**config.mk**
```make
export PLATFORM = sky130hd
export DESIGN_NAME = dma_sram_fifo_ctrl
export DESIGN_NICKNAME = d
export VERILOG_FILES = /design/src/rtl/dma_sram_fifo_ctrl.sv
export SDC_FILE = /design/constraint.sdc
export NUM_CORES = 1
export LEC_CHECK = 0
export ABC_AREA = 0
export BUFFER_PORTS_ARGS = -buffer_cell sky130_fd_sc_hd__clkbuf_2
export CORE_MARGIN = 5
export CORE_UTILIZATION = 30
export DETAILED_ROUTE_END_ITERATION = 10
export GPL_ROUTABILITY_DRIVEN = 0
export PLACE_DENSITY = 0.61
export SLEW_MARGIN = 40
export SYNTH_ARGS = -nofsm -noshare
export SYNTH_HDL_FRONTEND = slang
export SYNTH_SLANG_ARGS = --single-unit
```
**constraint.sdc**
```tcl
create_clock -name CLK -period 3.1 [get_ports CLK]
set_clock_uncertainty 0.15 [all_clocks]
set_input_delay 0.62 -clock CLK [delete_from_list [all_inputs] [get_ports CLK]]
set_output_delay 0.62 -clock CLK [all_outputs]
set_load 0.05 [all_outputs]
```
**src/rtl/dma_sram_fifo_ctrl.sv**
```systemverilog
// dma_sram_fifo_ctrl: FIFO controller in front of a small synchronous micro-RAM.
// Words are written straight into the RAM, read back through a two-cycle
// read pipeline and landed in a small register skid buffer. The skid buffer
// drives the downstream port, so RD_DATA is always a flop output.
//
// Handshake semantics (both ports): a transfer happens on a rising CLK edge
// exactly when valid and ready are both 1 in that cycle. A producer never
// withdraws or changes data based on ready. WR_READY is derived from registered
// state (and SRST) only. RD_VALID/RD_DATA come from registers only and hold
// steady until the word is consumed.
module dma_sram_fifo_ctrl #(
  parameter int DATA_WIDTH = 50,
  parameter int ADDR_WIDTH = 2,
  parameter int SKID_DEPTH = 3
) (
  input  logic                  CLK,
  input  logic                  SRST,
  // upstream
  input  logic                  WR_VALID,
  output logic                  WR_READY,
  input  logic [DATA_WIDTH-1:0] WR_DATA,
  // downstream
  output logic                  RD_VALID,
  input  logic                  RD_READY,
  output logic [DATA_WIDTH-1:0] RD_DATA,
  output logic [2:0]            LEVEL,
  // RAM side
  output logic                  RAM_W_EN,
  output logic [ADDR_WIDTH-1:0] RAM_W_ADDR,
  output logic [DATA_WIDTH-1:0] RAM_W_DATA,
  output logic [ADDR_WIDTH-1:0] RAM_R_ADDR,
  output logic                  RAM_R_ADDR_EN,
  output logic                  RAM_R_DATA_EN,
  input  logic [DATA_WIDTH-1:0] RAM_R_DATA,
  output logic                  RAM_BLK_EN,
  output logic                  RAM_R_ADDR_SRST_N,
  output logic                  RAM_R_DATA_SRST_N
);

  localparam int PW = ADDR_WIDTH + 1;              // pointer: address plus wrap bit
  localparam int CW = $clog2(SKID_DEPTH + 1);      // skid occupancy counter width
  localparam logic [CW:0] SKID_LIM = (CW + 1)'(SKID_DEPTH);

  // pointers, read pipeline valids, skid buffer
  logic [PW-1:0]         wptr_q, wptr_d;
  logic [PW-1:0]         rptr_q, rptr_d;
  logic                  rd_s1_q, rd_s1_d;       // address issued last cycle (RAM data enable now)
  logic                  rd_s2_q, rd_s2_d;       // RAM data on RAM_R_DATA now, captured this edge
  logic [CW-1:0]         skid_cnt_q, skid_cnt_d;
  logic [DATA_WIDTH-1:0] skid_mem_q [SKID_DEPTH];
  logic [DATA_WIDTH-1:0] skid_mem_d [SKID_DEPTH];

  logic [PW-1:0] ram_count;
  logic          ram_full;
  logic          ram_empty;
  logic [CW:0]   committed;
  logic [CW:0]   committed_after_pop;
  logic          wr_fire;
  logic          pop;
  logic          issue;

  // RAM occupancy comes only from registered pointers, so a word written this
  // cycle is not readable until the next one.
  assign ram_count = wptr_q - rptr_q;
  assign ram_full  = (wptr_q[ADDR_WIDTH-1:0] == rptr_q[ADDR_WIDTH-1:0]) &&
                     (wptr_q[ADDR_WIDTH] != rptr_q[ADDR_WIDTH]);
  assign ram_empty = (wptr_q == rptr_q);

  // Skid slots already spoken for: words in the skid plus reads in flight.
  // A pop this cycle frees a slot in time for a read issued now, which is what
  // lets the three-cycle read loop sustain one word per cycle.
  assign committed           = (CW + 1)'(skid_cnt_q) + (CW + 1)'(rd_s1_q) + (CW + 1)'(rd_s2_q);
  assign committed_after_pop = committed - (CW + 1)'(pop);

  assign WR_READY = !ram_full && !SRST;
  assign wr_fire  = WR_VALID && WR_READY;
  assign RD_VALID = (skid_cnt_q != '0);
  assign RD_DATA  = skid_mem_q[0];
  assign pop      = RD_VALID && RD_READY;
  assign issue    = !SRST && !ram_empty && (committed_after_pop < SKID_LIM);

  assign RAM_W_EN          = wr_fire;
  assign RAM_W_ADDR        = wptr_q[ADDR_WIDTH-1:0];
  assign RAM_W_DATA        = WR_DATA;
  assign RAM_R_ADDR        = rptr_q[ADDR_WIDTH-1:0];
  assign RAM_R_ADDR_EN     = issue;
  assign RAM_R_DATA_EN     = rd_s1_q;
  assign RAM_BLK_EN        = 1'b1;
  assign RAM_R_ADDR_SRST_N = !SRST;
  assign RAM_R_DATA_SRST_N = !SRST;

  // Total words held anywhere in the controller; bounded by RAM depth plus skid depth.
  assign LEVEL = 3'(ram_count) + 3'(rd_s1_q) + 3'(rd_s2_q) + 3'(skid_cnt_q);

  // Next-state: pointer advance, read pipeline shift, skid pop/capture.
  always_comb begin
    wptr_d     = wptr_q + PW'(wr_fire);
    rptr_d     = rptr_q + PW'(issue);
    rd_s1_d    = issue;
    rd_s2_d    = rd_s1_q;
    skid_cnt_d = skid_cnt_q;
    skid_mem_d = skid_mem_q;
    if (pop) begin
      for (int i = 0; i < SKID_DEPTH - 1; i++) begin
        skid_mem_d[i] = skid_mem_q[i + 1];
      end
      skid_cnt_d = skid_cnt_q - 1'b1;
    end
    if (rd_s2_q) begin
      for (int i = 0; i < SKID_DEPTH; i++) begin
        if (CW'(i) == skid_cnt_d) begin
          skid_mem_d[i] = RAM_R_DATA;
        end
      end
      skid_cnt_d = skid_cnt_d + 1'b1;
    end
  end

  // Control state register with synchronous reset; reset drops every stored
  // and in-flight word.
  always_ff @(posedge CLK) begin
    if (SRST) begin
      wptr_q     <= '0;
      rptr_q     <= '0;
      rd_s1_q    <= 1'b0;
      rd_s2_q    <= 1'b0;
      skid_cnt_q <= '0;
    end else begin
      wptr_q     <= wptr_d;
      rptr_q     <= rptr_d;
      rd_s1_q    <= rd_s1_d;
      rd_s2_q    <= rd_s2_d;
      skid_cnt_q <= skid_cnt_d;
    end
  end

  // Skid data storage; contents are meaningless while skid_cnt_q marks them empty.
  always_ff @(posedge CLK) begin
    skid_mem_q <= skid_mem_d;
  end

endmodule
```
==> metrics.yaml <==
tritoncts: "built"
final_common_cell: "clkbuf_2"
final_cell_count_no_fill: 1028
syn_area_per_cell_um2: 10.7
total_power_mw: 9.56
diodes: 0
critPathArrivalTime_ps: 2760
fp.dieH_um: 165
hold_viol: 0
grt_pass1_wl_um: 21600
yosys_register_bits: 160
status: "finished with violations"
leakage_nw: 3.08
worst_pin_slew_ps: 793
crit_start: "wptr_q[0]"
die_w_um: 165
worstSetupEndpointType: "output pin"
drt-pass1-iter-count: 4
clock_sinks: 160
r2r-start: "skid_cnt_q[1]"
power.density_nw_per_um2: 1170
nFillCells: 2428
place_hpwl_um: 9010
clk_latency_ps: 410
syn_to_final_growth_pct: 13.6
clk_pin_slew_ps: 70
first_global_vias: 4269
setup_viol: 3
dp_cells: 990
maxCapViolations: 0
grt_overflow: 0
nNetsFinal: 818
grt_use_total_pct: 10.1
postLayoutSetupSlackWorst_ps: -426
htree_levels: 4
fp.dieArea_um2: 27100
startpoint_type: "register"
antenna_found_initial: 0
relSlewSlack_pct: 47.2
required_ps: 2330
ir_worst_vdd_mv: 0.536
rows: 56
wl_per_cell_um: 13.1
placed_area_um2: 7500
synth_fp_nets: 792
viasPerCell: 4.15
crit_fanout: 2
detail-route-antenna-nets: 0
drive_above_1_share_pct: 29.1
fmax_mhz: 284
via_count: 4269
grt_start_max_net_pins: 57
tns_ps: -925
synth_seq_area_share_pct: 51.6
coreArea_um2: 23500
clk_path_buf_depth: 2
worstHoldStart: "RAM_R_DATA[4]"
finalMaxSlewViolations: 0
root_buffer: "clkbuf_16"
final_util_pct: 34.7
ys_warn_count: 0
synthDistinctLibCells: 28
hp-class: "in -> reg"
synth_area_um2: 7180
cts_hold_buf: 0
synthCells: 670
cts_buffers: 17
final_area_um2: 8160
rsz0062_at_grt: "yes"
violations: "negative setup slack"
drt-total-wl_um: 13500
layout_common_cells: "114 x clkbuf_2, 106 x dfxtp_1, 103 x nand2_1, 100 x mux2i_1, 90 x o21ai_0"
drt_iter0_markers: 218
start_util_pct: 30.5
hold_ws_ps: 267
io_buffer_count: 117
dp_slack_ps: -141
final.period_utilization_pct: 114
io_pins: 219
criticalPathCategory: "reg -> out"
fin_crit_ps: 3530
drc: 0
==> cells by family after synthesis <==
family | Yosys count | share of synthesized area [%]
AOI/OAI and AO/OA | 104 | 7.32
and+or+nand+nor | 119 | 6.64
DFF | 160 | 51.6
xor gates and xnor gates | 8 | 1.17
adders and majority gates | 18 | 3.66
muxes | 101 | 14.1
buffers and inverters | 159 | 15.5
other | 1 | 0.0522
==> power by group <==
| part | internal [mW] | total (mW) | switching [mW] |
|---|---|---|---|
| clock network | 1.14 | 2.03 | 0.883 |
| registers | 2.94 | 3.30 | 0.368 |
| logic | 1.51 | 4.22 | 2.72 |
==> area by class of cell <==
cell class / count / area [µm²] / area share [%]
repair buffers: 147 / 935 / 11.5
clock buffers: 19 / 443 / 5.43
multi-input cells: 351 / 2470 / 30.2
clock inverters: 13 / 124 / 1.52
inverters: 19 / 83.8 / 1.03
well taps: 319 / 399 / 4.89
flip-flops and latches: 160 / 3710 / 45.4
==> sequential cells by signal, summed over array words and instances, names as in the netlist <==
name	cells
RD_DATA	50
RAM_R_DATA_EN	1
skid_mem_q	100
skid_cnt_q	2
rd_s2_q	1
wptr_q	3
rptr_q	3
==> cell usage after synthesis, drive strengths merged <==
cell	instances	area [µm²]
a21oi	2	10.0
a31oi	1	6.26
and2	4	25.0
buf	123	965
clkbuf	17	63.8
conb	1	3.75
dfxtp	110	2200
edfxtp	50	1500
fa	5	100
ha	13	163
inv	19	83.8
mux2	1	11.3
mux2i	100	1000
nand2	103	387
nand2b	1	13.8
nor2	7	26.3
nor2b	4	25.0
o21ai	100	500
o221ai	1	8.76
xnor2	5	43.8
xnor3	1	22.5
xor2	2	17.5
==> per-layer routing <==
metal  global-route usage (%)  wire length (µm)  vias to the layer above  part of all wire [%]
met5                        0                 0                        -                     0
met4                     4.61               324                        0                   2.4
met3                     2.70               556                       38                   4.1
met2                     16.6              6460                       74                    48
met1                     12.4              6150                     1958                    46
li1                         -                 -                     2199                     -
==> repair_timing <==
item	CTS	global route
endpoints found under the setup margin	3	4
resized for setup	9	3
setup buffers	3	3
pin swaps	8	5
==> worst max-delay path, cell delays in order, from the launching register on <==
cell	delay, ps
dfxtp_2	330
inv_2	40
ha_4	270
fa_1	400
inv_1	70
ha_1	130
inv_1	50
fa_2	330
xor2_1	160
xnor2_1	220
xnor2_2	160
buf_12	160
==> path summary, 6_finish.rpt <==
path                            slack, ps        endpoint  cells after the start
worst max-delay path                 -430        LEVEL[2]                     11
worst min-delay path                  270   skid_mem_q[4]                      1
worst max register to register         70       rptr_q[1]                     15
worst min register to register        370  skid_mem_q[53]                      2
No activity file was read; power rests on OpenSTA's default activity.
